===== src/rtl/sata_oob_pkg.sv =====
// Shared constants, state encoding and primitive helpers for the SATA host OOB controller.
package sata_oob_pkg;

  localparam logic [31:0] ALIGN_DATA = 32'h7B4A4ABC;
  localparam logic [3:0]  ALIGN_K    = 4'b0001;
  localparam logic [31:0] SYNC_DATA  = 32'hB5B5957C;
  localparam logic [3:0]  SYNC_K     = 4'b0001;
  localparam logic [31:0] D102_DATA  = 32'h4A4A4A4A;
  localparam logic [3:0]  D102_K     = 4'b0000;
  localparam logic [3:0]  PRIM_K     = 4'b0001;

  typedef enum logic [3:0] {
    ST_RESET,
    ST_COMINIT,
    ST_WAIT_COMINIT,
    ST_COMWAKE,
    ST_WAIT_COMWAKE,
    ST_WAIT_NO_COMWAKE,
    ST_SEND_D102,
    ST_SEND_ALIGN,
    ST_READY
  } oob_state_e;

  function automatic logic is_align(input logic [31:0] data, input logic [3:0] charisk);
    return (data == ALIGN_DATA) && (charisk == ALIGN_K);
  endfunction

  function automatic logic is_primitive(input logic [3:0] charisk);
    return charisk == PRIM_K;
  endfunction

endpackage


===== src/rtl/sata_oob_timeout.sv =====
// Per-state wait counter: cleared on every state entry, flags expiry at TIMEOUT_CYCLES-1.
module sata_oob_timeout #(
  parameter int TIMEOUT_CYCLES = 200000
) (
  input  logic sys_clk,
  input  logic sys_rst,
  input  logic clear,
  output logic expired
);

  localparam int W = (TIMEOUT_CYCLES > 1) ? $clog2(TIMEOUT_CYCLES) : 1;
  localparam logic [W-1:0] LAST = W'(TIMEOUT_CYCLES - 1);

  logic [W-1:0] count;

  // NOTE: sequential state uses non-blocking assignments so every flop samples pre-edge values.
  always_ff @(posedge sys_clk) begin
    if (sys_rst || clear) begin
      count <= '0;
    end else if (count != LAST) begin
      // Holding at LAST keeps the untimed states (RESET, READY) from wrapping.
      count <= count + 1'b1;
    end
  end

  assign expired = (count == LAST);

endmodule


===== src/rtl/sata_host_oob_ctrl.sv =====
// Host-side SATA OOB sequencer: COMINIT/COMWAKE, D10.2/ALIGN speed handshake, then
// forwards link-layer words once the link is ready.
module sata_host_oob_ctrl
  import sata_oob_pkg::*;
#(
  parameter int TIMEOUT_CYCLES = 200000,
  parameter int NONALIGN_COUNT = 3
) (
  input  logic        sys_clk,
  input  logic        sys_rst,
  output logic        tx_cominit,
  output logic        tx_comwake,
  input  logic        tx_oob_done,
  input  logic        rx_cominit_stb,
  input  logic        rx_comwake_stb,
  input  logic        rx_idle,
  input  logic [31:0] rx_data,
  input  logic [3:0]  rx_charisk,
  output logic [31:0] tx_data,
  output logic [3:0]  tx_charisk,
  input  logic [31:0] user_tx_data,
  input  logic [3:0]  user_tx_charisk,
  output logic        ready,
  output logic [7:0]  retries
);

  localparam int NW = $clog2(NONALIGN_COUNT + 1);
  localparam logic [NW-1:0] NONALIGN_LAST = NW'(NONALIGN_COUNT - 1);

  oob_state_e    state_q, state_d;
  logic [NW-1:0] nonalign_q;
  logic          expired;
  logic          timed_state;
  logic          timeout_fire;
  logic          rx_align;
  logic          rx_nonalign_prim;

  assign rx_align         = is_align(rx_data, rx_charisk);
  assign rx_nonalign_prim = is_primitive(rx_charisk) && !rx_align;
  assign timed_state      = (state_q != ST_RESET) && (state_q != ST_READY);
  assign timeout_fire     = timed_state && expired;

  sata_oob_timeout #(
    .TIMEOUT_CYCLES(TIMEOUT_CYCLES)
  ) u_timeout (
    .sys_clk(sys_clk),
    .sys_rst(sys_rst),
    .clear  (state_d != state_q),
    .expired(expired)
  );

  // NOTE: state_d takes its default before the case so no path leaves it unassigned (no latch).
  always_comb begin
    state_d = state_q;
    case (state_q)
      ST_RESET:           state_d = ST_COMINIT;
      ST_COMINIT:         if (tx_oob_done)    state_d = ST_WAIT_COMINIT;
      ST_WAIT_COMINIT:    if (rx_cominit_stb) state_d = ST_COMWAKE;
      ST_COMWAKE:         if (tx_oob_done)    state_d = ST_WAIT_COMWAKE;
      ST_WAIT_COMWAKE:    if (rx_comwake_stb) state_d = ST_WAIT_NO_COMWAKE;
      ST_WAIT_NO_COMWAKE: if (!rx_idle)       state_d = ST_SEND_D102;
      ST_SEND_D102:       if (rx_align)       state_d = ST_SEND_ALIGN;
      ST_SEND_ALIGN:
        if (rx_nonalign_prim && (nonalign_q == NONALIGN_LAST)) state_d = ST_READY;
      ST_READY:           if (rx_cominit_stb) state_d = ST_RESET;
      default:            state_d = ST_RESET;
    endcase
    if (timeout_fire) state_d = ST_RESET;
  end

  always_ff @(posedge sys_clk) begin
    if (sys_rst) begin
      state_q    <= ST_RESET;
      nonalign_q <= '0;
      tx_cominit <= 1'b0;
      tx_comwake <= 1'b0;
      tx_data    <= SYNC_DATA;
      tx_charisk <= SYNC_K;
      ready      <= 1'b0;
      retries    <= 8'd0;
    end else begin
      state_q <= state_d;

      if ((state_q == ST_SEND_ALIGN) && rx_nonalign_prim) nonalign_q <= nonalign_q + 1'b1;
      else                                                  nonalign_q <= '0;

      // Burst requests fire in the entry cycle of their state.
      tx_cominit <= (state_d == ST_COMINIT) && (state_q != ST_COMINIT);
      tx_comwake <= (state_d == ST_COMWAKE) && (state_q != ST_COMWAKE);

      case (state_q)
        ST_SEND_D102:  begin tx_data <= D102_DATA;    tx_charisk <= D102_K;          end
        ST_SEND_ALIGN: begin tx_data <= ALIGN_DATA;   tx_charisk <= ALIGN_K;         end
        ST_READY:      begin tx_data <= user_tx_data; tx_charisk <= user_tx_charisk; end
        default:       begin tx_data <= SYNC_DATA;    tx_charisk <= SYNC_K;          end
      endcase

      ready <= (state_q == ST_READY);
      if (timeout_fire && (retries != 8'hFF)) retries <= retries + 8'd1;
    end
  end

endmodule

===== config.mk =====
export PLATFORM = sky130hd
export DESIGN_NAME = sata_host_oob_ctrl
export DESIGN_NICKNAME = d
export VERILOG_FILES = /design/src/rtl/sata_oob_pkg.sv /design/src/rtl/sata_oob_timeout.sv /design/src/rtl/sata_host_oob_ctrl.sv
export SDC_FILE = /design/constraint.sdc
export NUM_CORES = 1
export LEC_CHECK = 0
export BUFFER_PORTS_ARGS = -buffer_cell sky130_fd_sc_hd__buf_4
export CAP_MARGIN = 10
export CELL_PAD_IN_SITES_DETAIL_PLACEMENT = 0
export CELL_PAD_IN_SITES_GLOBAL_PLACEMENT = 1
export CORE_UTILIZATION = 31
export CTS_BUF_LIST = sky130_fd_sc_hd__clkbuf_4 sky130_fd_sc_hd__clkbuf_8 sky130_fd_sc_hd__clkbuf_16
export DETAILED_ROUTE_END_ITERATION = 10
export PLACE_DENSITY_LB_ADDON = 0.1
export SLEW_MARGIN = 20
export SYNTH_ARGS = -nofsm -noshare
export SYNTH_HDL_FRONTEND = slang
export SYNTH_SLANG_ARGS = --single-unit

===== constraint.sdc =====
create_clock -name sys_clk -period 2.2 [get_ports sys_clk]
set_input_delay 0.11 -clock sys_clk [delete_from_list [all_inputs] [get_ports sys_clk]]
set_output_delay 0.11 -clock sys_clk [all_outputs]
set_load 0.02 [all_outputs]

Yosys cells after proc, flatten, opt, wreduce, memory -nomap -nowiden
Index checks and enable logic that the tools add are counted.

$lt $le $gt $ge: 0. Shift operators: 0. Equal/unequal tests: 20. Multiply operators: 0. Multiplexer cells: 12. Bitwise operators: 1. Add/sub/neg operators: 3. Reduce and logical (&&, ||, !) cells: 14. Div/mod/pow operators: 0.

Operators by type and width (number): $pmux 32 s3 (1); $mux 4 (9); $pmux 4 s9 (1); $eq 32x31->1 const B (1); $add 18x1->18 const B (1); $eq 18x18->1 const B (1); $ne 18x18->1 const B (1); $eq 4x3->1 const B (4); $eq 4x1->1 const B (3); $eq 4x2->1 const B (3); $logic_and 1x1->1 (9); $add 8x1->8 const B (1); $ne 8x8->1 const B (1); $pmux 4 s2 (1); $eq 4x4->1 const B (1); $logic_not 4->1 (1); $ne 4x1->1 const B (1); $ne 4x2->1 const B (1); $ne 4x4->1 (1); $ne 4x4->1 const B (1); $reduce_bool 4->1 (1); $add 2x1->2 const B (1); $eq 2x2->1 const B (1); $reduce_or 2->1 (1); 3 further kinds (3).

Memories kept: 0. Word-level logic and storage cells: 59. Latch bits: 0. Bits in read-only memories: 0. Memory bits (writable): 0. Flip-flop bits (word level): 71. Output and inout bits: 47.

Logic depth before layout (Yosys ltp)
Gate-level depths: netlist (run 1).

Depth in word-level cells: 10. Gate-level depth with buffers: 9. Gate-level depth less buffers: 7.

Modules after synthesis
A second synthesis (run 1) with hierarchy kept.

Cells, all modules: 313. Area total of the unflattened synthesis: 3035.4 um2.

By module, submodules not included: sata_host_oob_ctrl (times used 1, cells each 209, seq. area each 1061.0 um2, area each 2150.8 um2); sata_oob_timeout (times used 1, cells each 104, seq. area each 360.3 um2, area each 884.6 um2).

Worst setup path after synthesis (run 1)
No wires, ideal clock.

Path type: reg2reg. Start point: register u_timeout.count[0]. End point: register u_timeout.count[16]. Stages on the path, launching flop included: 9. Library setup time: 115 ps. Data required time: 2085 ps. Period minus slack after synthesis: 2159 ps. Path slack: 41 ps. Arrival: 2044 ps. Cell sequence: dfxtp_1 > ha_1 > and3_1 > nand3_1 > nor3_2 > o32ai_1 > o31ai_4 > buf_6 > nor2_1.

Longest elaborated chain between the ends: 5. Elaborated cells on any way between the ends: 7.

RTL lines: start, declared (RTL line sata_oob_timeout.sv:14) `logic [W-1:0] count;`; start signal, assigned (RTL line sata_oob_timeout.sv:22) `count <= count + 1'b1;`; branches (longest 5 deep; another with $add 18x1->18).

Several ways; the timed one is not identified. A chain may end at the register's enable or synchronous reset.

Worst setup path after layout (run 1)
Start point: register state_q[2]. End point: register u_timeout.count[2].

Longest elaborated chain between the ends: 6. Elaborated cells on any way between the ends: 25.

RTL lines: start, declared (RTL line sata_host_oob_ctrl.sv:30) `oob_state_e state_q, state_d;`; start signal, assigned (RTL line sata_host_oob_ctrl.sv:82) `state_q <= state_d;`; branches (longest 4 deep; another with $pmux 4 s9); $ne 4x4->1 * (RTL line sata_host_oob_ctrl.sv:48) `.clear (state_d != state_q),`; $logic_or 1x1->1 * (RTL line sata_oob_timeout.sv:18) `if (sys_rst || clear) begin`.

Every way passes the cells marked *.

==> results of run 1 <==
[Yosys cell counts (all sizes together), types with 2 or more instances]
| cell type | count | area share [%] |
|---|---|---|
| nand3b | 3 | 0.76 |
| dfxtp | 71 | 48 |
| mux2i | 3 | 1.0 |
| buf | 5 | 1.1 |
| clkbuf | 9 | 1.2 |
| or4b | 2 | 0.67 |
| or4bb | 2 | 0.76 |
| ha | 3 | 1.3 |
| nor3 | 12 | 2.2 |
| nor2 | 44 | 5.7 |
| a21oi | 12 | 2.0 |
| o21ai | 4 | 0.67 |
| a211oi | 2 | 0.51 |
| inv | 6 | 0.76 |
| xnor2 | 10 | 2.9 |
| and3 | 6 | 1.3 |
| a31oi | 2 | 0.42 |
| nor4 | 3 | 1.3 |
| xor2 | 8 | 2.4 |
| nand3 | 8 | 1.3 |
| and2 | 7 | 1.5 |
| nand2 | 55 | 6.9 |
| a2111oi | 2 | 1.4 |
| and4b | 2 | 0.67 |
| or3 | 4 | 0.84 |
| nor2b | 4 | 0.84 |
| nand4b | 3 | 0.88 |
| nor4b | 2 | 1.0 |
| a21o | 11 | 2.8 |
| nand4 | 3 | 0.63 |
| nand2b | 4 | 0.84 |
[power groups by stage]
| stage | Clock [mW] | Combinational [mW] | Sequential, mW |
|---|---|---|---|
| after floorplan | 0 | 0.0944 | 1.34 |
| after global placement | 0 | 0.243 | 1.34 |
| after detailed placement | 0 | 0.243 | 1.34 |
| after CTS | 1.02 | 0.294 | 1.31 |
| after global routing | 1.07 | 0.321 | 1.31 |
| final | 0.979 | 0.299 | 1.31 |
[worst reg2reg max path, cell delays in order (launching register included)]
cell       delay (ns)
dfxtp_1          0.48
nor2b_1          0.10
or4_1            0.55
o211ai_1         0.21
a2111oi_4        0.11
o31ai_4          0.28
buf_12           0.19
nor3_1           0.07
[final timing paths]
kind                                                   endpoint  cells after the start                     start
worst max register to register  u_timeout.count[2]$_SDFFE_PP0P_                      7     state_q[2]$_SDFF_PP0_
worst max-delay path            u_timeout.count[2]$_SDFFE_PP0P_                      7     state_q[2]$_SDFF_PP0_
worst min-delay path                      tx_data[7]$_SDFF_PP0_                      3           user_tx_data[7]
worst min register to register         nonalign_q[0]$_SDFF_PP0_                      1  nonalign_q[0]$_SDFF_PP0_
[state kept, by name (all words and copies together), names as in the netlist]
signal	count
tx_comwake	1
retries	8
u_timeout.count	18
tx_charisk	4
nonalign_q	2
ready	1
state_q	4
tx_cominit	1
tx_data	32
[layout make-up]
class	instances	area, µm²	area share [%]
clock buffer	9	124	2.62
tap	129	161	3.41
timing repair buffer	180	1450	30.6
multi-input combinational	239	1490	31.4
sequential	71	1430	30.1
clock inverter	7	65.1	1.37
inverter	6	22.5	0.476
[logic make-up after synthesis]
group           Yosys count
buf+inv                  20
mux                       3
compound gates           46
xor+xnor                 18
simple gates            169
fa+ha+maj                 3
flops                    71
[repair_timing]
item | CTS | global route
endpoints found under the setup margin | 0 | 18
resized for setup | 0 | 7
setup buffers | 0 | 0
hold endpoints to repair | 34 | 0
hold buffers | 34 | 0
[stage by stage]
stage                     util [%]  worst slack [ns]  instance area [µm²]  setup TNS (ns)  cells
after global placement        45.0            0.0600                 4180               0    591
final                         51.0             0.110                 4730               0    641
after detailed placement      45.0           -0.0174                 4180         -0.0174    591
after global routing          51.0           0.00345                 4730               0    641
after floorplan                  -            0.0415                 2970               0    330
after CTS                     50.7            0.0421                 4700               0    641
[routing by layer]
| metal | part of all wire [%] | GRT usage (%) | vias up |
|---|---|---|---|
| met5 | 0 | 0 | - |
| met4 | 2.0 | 6.22 | 0 |
| met3 | 3.6 | 3.27 | 13 |
| met2 | 48 | 27.7 | 59 |
| met1 | 46 | 19.9 | 1317 |
| li1 | - | - | 1484 |
[cells in the final DEF (no fill, tap or decap), types with 3 or more instances in the layout]
| cell type | netlist | final |
|---|---|---|
| nand3b_1 | 3 | 3 |
| nor2_1 | 42 | 42 |
| xor2_1 | 8 | 8 |
| a21o_1 | 11 | 11 |
| nor3_1 | 11 | 11 |
| ha_1 | 3 | 3 |
| o21ai_0 | 4 | 3 |
| buf_4 | 0 | 145 |
| clkbuf_8 | 0 | 9 |
| dfxtp_2 | 0 | 3 |
| mux2i_1 | 3 | 3 |
| a21oi_1 | 12 | 12 |
| or3_1 | 4 | 4 |
| inv_6 | 0 | 3 |
| nor2b_1 | 4 | 4 |
| dlygate4sd3_1 | 0 | 34 |
| nand2_1 | 55 | 55 |
| and3_1 | 6 | 6 |
| xnor2_1 | 10 | 10 |
| inv_1 | 6 | 6 |
| nand2b_1 | 4 | 4 |
| and2_1 | 6 | 6 |
| dfxtp_1 | 71 | 68 |
| nand3_1 | 8 | 8 |
| nand4b_1 | 3 | 3 |
| clkinvlp_4 | 0 | 3 |
| nand4_1 | 3 | 3 |
==> metrics.md, run 1 <==
| Metric | Value |
|---|---|
| Clock buffer depth | 2 |
| Final Hold Fails | 0 |
| Cell-internal power | 1.92 mW |
| Overall power of the completed layout | 2.59 mW |
| Clock Latency Late Sink | 0.34 ns |
| Portion of netlist area occupied by mux cells | 1.01% |
| Tightest slew margin relative to the limit | a little under three fifths |
| Switching power as a share of total power | 25.9% |
| Initial DRC Count | 78 |
| Remaining DRCs | 0 |
| Share of layout cells above drive strength 1 | between 30% and 40% |
| Power Dens Cells | roughly 550 nW/µm² |
| Area share of xor/xnor cells in the synthesized design | 5.31% |
| Flop pwr share | between 50% and 60% |
| Num Clock Sinks | 71 |
| Per-cell routed wire length | 12.4 µm |
| Count of final max-slew check failures | 0 |
| Clock Power Share | 37.8% |
| Synthesis-stage register bit count | a little over 70 |
| Arrival @ worst endpoint | 2.32 ns |
| Gr usage total | 16.2% |
| Area enclosed by the die boundary | 9980 µm² |
| Share of total power in combinational logic | between 10% and 20% |
| IO buf count | 124 |
| Vias in the first global route | 2857 |
| Wirelength, routed | 7950 µm |
| Worst path cell trace | nor2b_1 -> or4_1 -> o211ai_1 -> a2111oi_4 -> o31ai_4 -> buf_12 -> nor3_1 |
| Area Growth Syn to Fin | 59.3% |
| Number of H-tree levels | 3 |
| CP delay by family, top | simple AND/OR/NAND/NOR gates |
| Dominant combinational cell family by area after synthesis | simple AND/OR/NAND/NOR gates |
| Number of max-cap violations | 0 |
| Cells after synthesis | 330 |
| Antenna-violating nets left | 0 |
| Final min period | between 2 and 2.5 ns |
| CP Capture Type | flop |
| FF-to-FF setup slack | 0.11 ns |
| Req. time, crit path | 2.43 ns |
| Slowest-stage cell, CP | or4_1 |
| Synth Flop Type | dfxtp_1 |
| Final hold slack | 0.0184 ns |
| Pin count of the biggest net entering global routing | 20 |
| Number of buffers added by the clock tree synthesis step | 9 |
| Type of the setup path with the least slack | flop to flop |
| I/O pin count | 125 |
| Final Setup Violations | 0 |
| Max Clk Rate | between 400 and 500 MHz |
| Sequential share of the synthesized area | a little under half |
| Async S/R FF share, synth | 0% |
| Net count of the mapped netlist | 411 |
| Detailed-route vias per instance | 4.48 |
| Synth warnings | 0 |
| Wire length of the first global-routing pass | 12900 µm |
| Post-route clock period utilization | 95.0% |
| Setup skew after layout | roughly 0.011 ns |
| Peak ir drop on the vdd network | 0.352 mV |
| Total number of placement rows | 35 |
| Worst-path clk slew | around 0.08 ns |
| Filler cell count | a little under 900 |
| Synthesized-area fraction occupied by ao, oa, aoi and oai cells | 12.0% |
| Setup repair after global routing missed its margin | no |
| LEAKAGE | 2.01 nW |
| Switching component of the power | approximately 670 µW |
| Syn avg cell area | around 9.0 µm² |
| GP Congestion | 0.850 |
| Horizontal die dimension | 99.9 µm |
| Routed vias | between 2000 and 3000 |
| Run status | finished, final reports clean |
| Slew at the pin with the worst max-slew slack | 0.659 ns |
| Initial antenna violation count | 0 |
| Top fanout value on the critical path | 18 |
| Starting density of the core | about a third |
| Count of buffer and inverter cells on the critical path | 1 |
| Die outline height | 99.9 µm |
| Iteration count of the initial detailed-routing pass | 6 |
| Remaining global-route overflow | 0 |
| TritonCTS clock tree | built |
| Combined area of all synthesized cells | 2970 µm² |
| Simple-gate share of the synthesized area | 29.6% |
| Number of enable flip-flop cells after synthesis | 0 |
| Count of inserted antenna diode cells | 0 |
| Placeable Area | 9280 µm² |
| Category of the worst setup path launch point | flop |
| Critical path's largest stage delay | 0.55 ns |
| Final layout net count | slightly below 600 |
| Adder-cell share of the synthesized area | 1.26% |
| Count of different cell masters after synthesis | between 50 and 60 |
| Class of the worst hold path | input port to flop |
| Root buffer cell | clkbuf_8 |
| Detailed placement HPWL | 5800 µm |
Power figures use the tool's default switching activity.
==> run 2: changes to the inputs <==
--- a/config.mk
+++ b/config.mk
@@ -12,7 +12,7 @@
 export CORE_UTILIZATION = 31
 export CTS_BUF_LIST = sky130_fd_sc_hd__clkbuf_4 sky130_fd_sc_hd__clkbuf_8 sky130_fd_sc_hd__clkbuf_16
 export DETAILED_ROUTE_END_ITERATION = 10
-export PLACE_DENSITY_LB_ADDON = 0.1
+export PLACE_DENSITY = 0.79
 export SLEW_MARGIN = 20
 export SYNTH_ARGS = -nofsm -noshare
 export SYNTH_HDL_FRONTEND = slang
==> metrics.md, run 2 (same netlist as run 1, synthesis figures left out) <==
| Metric | Value |
|---|---|
| TritonCTS clock tree | built |
| Switching power as a share of total power | 26.0% |
| Slew at the pin with the worst max-slew slack | 0.426 ns |
| GP Congestion | 0.877 |
| Iteration count of the initial detailed-routing pass | 5 |
| Register bank with the most flops | tx_data |
| Worst-path clk slew | roughly 0.090 ns |
| Most common cell after layout, fill and taps aside | buf_4 |
| Post-detailed-placement cell area | 4170 µm² |
| Wire length of the first global-routing pass | 13400 µm |
| Vias in the first global route | between 2000 and 3000 |
| Design area | between 4000 and 5000 µm² |
| Timing endpoint of the critical path | u_timeout.count[3]$_SDFFE_PP0P_ |
| Share of layout cells above drive strength 1 | 35.3% |
| Total number of placement rows | 35 |
| Largest registers | tx_data: 32 flops, u_timeout.count: 18 flops, retries: 8 flops |
| Commonest cells after routing, fill and taps aside | buf_4, dfxtp_1, nand2_1 |
| Setup skew after layout | 0.00946 ns |
| Per-cell routed wire length | 12.6 µm |
| Category of the worst setup path launch point | flop |
| Post-route setup TNS | 0 ns |
| I/O pin count | 125 |
| CP Capture Type | flop |
| Placeable Area | 9280 µm² |
| Share of total power in combinational logic | between 10% and 20% |
| Horizontal die dimension | about 100 µm |
| Switching component of the power | 672 µW |
| Max Clk Rate | about 470 MHz |
| Gr usage total | 17.0% |
| Detailed placement HPWL | slightly below 6000 µm |
| Num Clock Sinks | ~70 |
| Routed vias | 2909 |
| Antenna-violating nets left | 0 |
| IO buf count | 124 |
| Final min period | 2.14 ns |
| Final layout net count | 589 |
| Class of the worst hold path | input port to flop |
| Number of H-tree levels | 3 |
| Destination of the worst register-to-register timing path | u_timeout.count[3]$_SDFFE_PP0P_ |
| Type of the setup path with the least slack | flop to flop |
| Final hold slack | around 0.08 ns |
| Tightest slew margin relative to the limit | 71.5% |
| Startpoint of the most critical setup path | state_q[2]$_SDFF_PP0_ |
| Clock buffer depth | 2 |
| LEAKAGE | 2.01 nW |
| Post-route clock period utilization | between 90% and 100% |
| Final Setup Violations | 0 |
| Final Hold Fails | 0 |
| Number of max-cap violations | 0 |
| Overall power of the completed layout | 2.59 mW |
| Launching point of the worst reg2reg path | state_q[2]$_SDFF_PP0_ |
| Req. time, crit path | approximately 2.5 ns |
| Pin count of the biggest net entering global routing | 20 |
| Count of final max-slew check failures | 0 |
| Remaining global-route overflow | 0 |
| Clock Power Share | 37.9% |
| Initial DRC Count | 84 |
| Remaining DRCs | 0 |
| Run status | finished, final reports clean |
| Clock Latency Late Sink | between 0.3 and 0.4 ns |
| Flip-flop count of the largest register after layout | 32 |
| Count of inserted antenna diode cells | 0 |
| FF-to-FF setup slack | 0.06 ns |
| Setup repair after global routing missed its margin | no |
| Area enclosed by the die boundary | 9980 µm² |
| Top fanout value on the critical path | 18 |
| Root buffer cell | clkbuf_8 |
| Starting density of the core | around 32% |
| Power Dens Cells | ~550 nW/µm² |
| Die outline height | 99.9 µm |
| Initial antenna violation count | 0 |
| Worst r2r path cells | 7 |
| Flop pwr share | 50.6% |
| Area Growth Syn to Fin | 59.6% |
| Arrival @ worst endpoint | 2.40 ns |
| Filler cell count | 879 |
| Detailed-route vias per instance | 4.53 |
| Cell-internal power | 1.92 mW |
| Peak ir drop on the vdd network | 0.271 mV |
| Wirelength, routed | 8090 µm |
| Number of buffers added by the clock tree synthesis step | 9 |
## run 2: layout make-up
type	count	area, µm²	share of cell area, %
Multi-Input combinational cell	239	1490	31.3
Timing Repair Buffer	181	1460	30.8
Sequential cell	71	1430	30.1
Tap cell	129	161	3.40
Clock buffer	9	124	2.61
Clock inverter	7	61.3	1.29
Inverter	6	22.5	0.475
## run 2: worst min path at each step
| stage | start | cells after the start | to | slack (ns) |
|---|---|---|---|---|
| final | sys_rst | 2 | retries[6]$_SDFFE_PP0P_ | 0.08 |
| after global routing | sys_rst | 2 | retries[2]$_SDFFE_PP0P_ | 0.08 |
| after CTS | rx_cominit_stb | 3 | state_q[3]$_SDFF_PP0_ | 0.05 |
| after detailed placement | user_tx_data[3] | 2 | tx_data[3]$_SDFF_PP1_ | 0.30 |
| after global placement | user_tx_data[3] | 2 | tx_data[3]$_SDFF_PP1_ | 0.30 |
| after floorplan | user_tx_data[3] | 1 | tx_data[3]$_SDFF_PP1_ | 0.21 |
## run 2: power groups by stage
stage / sequential (mW) / clock (mW) / combinational, mW
finish: 1.31 / 0.980 / 0.298
global route: 1.31 / 1.07 / 0.322
CTS: 1.31 / 1.02 / 0.294
detailed placement: 1.34 / 0 / 0.240
global placement: 1.34 / 0 / 0.239
floorplan: 1.34 / 0 / 0.0944
## run 2: stage by stage
step / util (%) / setup WS [ns] / cells
floorplan: - / 0.0415 / 330
global placement: 44.9 / 0.0628 / 590
detailed placement: 44.9 / -0.0677 / 590
CTS: 50.8 / 0.0326 / 642
global route: 51.1 / 0.0163 / 642
finish: 51.1 / 0.0646 / 642
## run 2: critical path: stages (launching register included)
cell	delay [ns]
dfxtp_2	0.38
or3_1	0.44
o21ai_0	0.22
nand2b_1	0.12
a2111oi_4	0.40
o31ai_4	0.15
buf_12	0.18
a211oi_1	0.16
## run 2: routing by layer
layer	up-vias	wire [µm]	global-route usage, %
li1	1488	-	-
met1	1325	3500	20.3
met2	90	4000	29.9
met3	6	555	5.08
met4	0	45	4.07
met5	-	0	0
## run 2: repair_timing
| action | in CTS | in global routing |
|---|---|---|
| gates resized for setup | 0 | 8 |
| pin swaps | 1 | 2 |
| endpoints found under the setup margin | 1 | 4 |
| endpoints found under the hold margin | 36 | 0 |
| setup buffers | 0 | 0 |
| hold buffers | 36 | 0 |
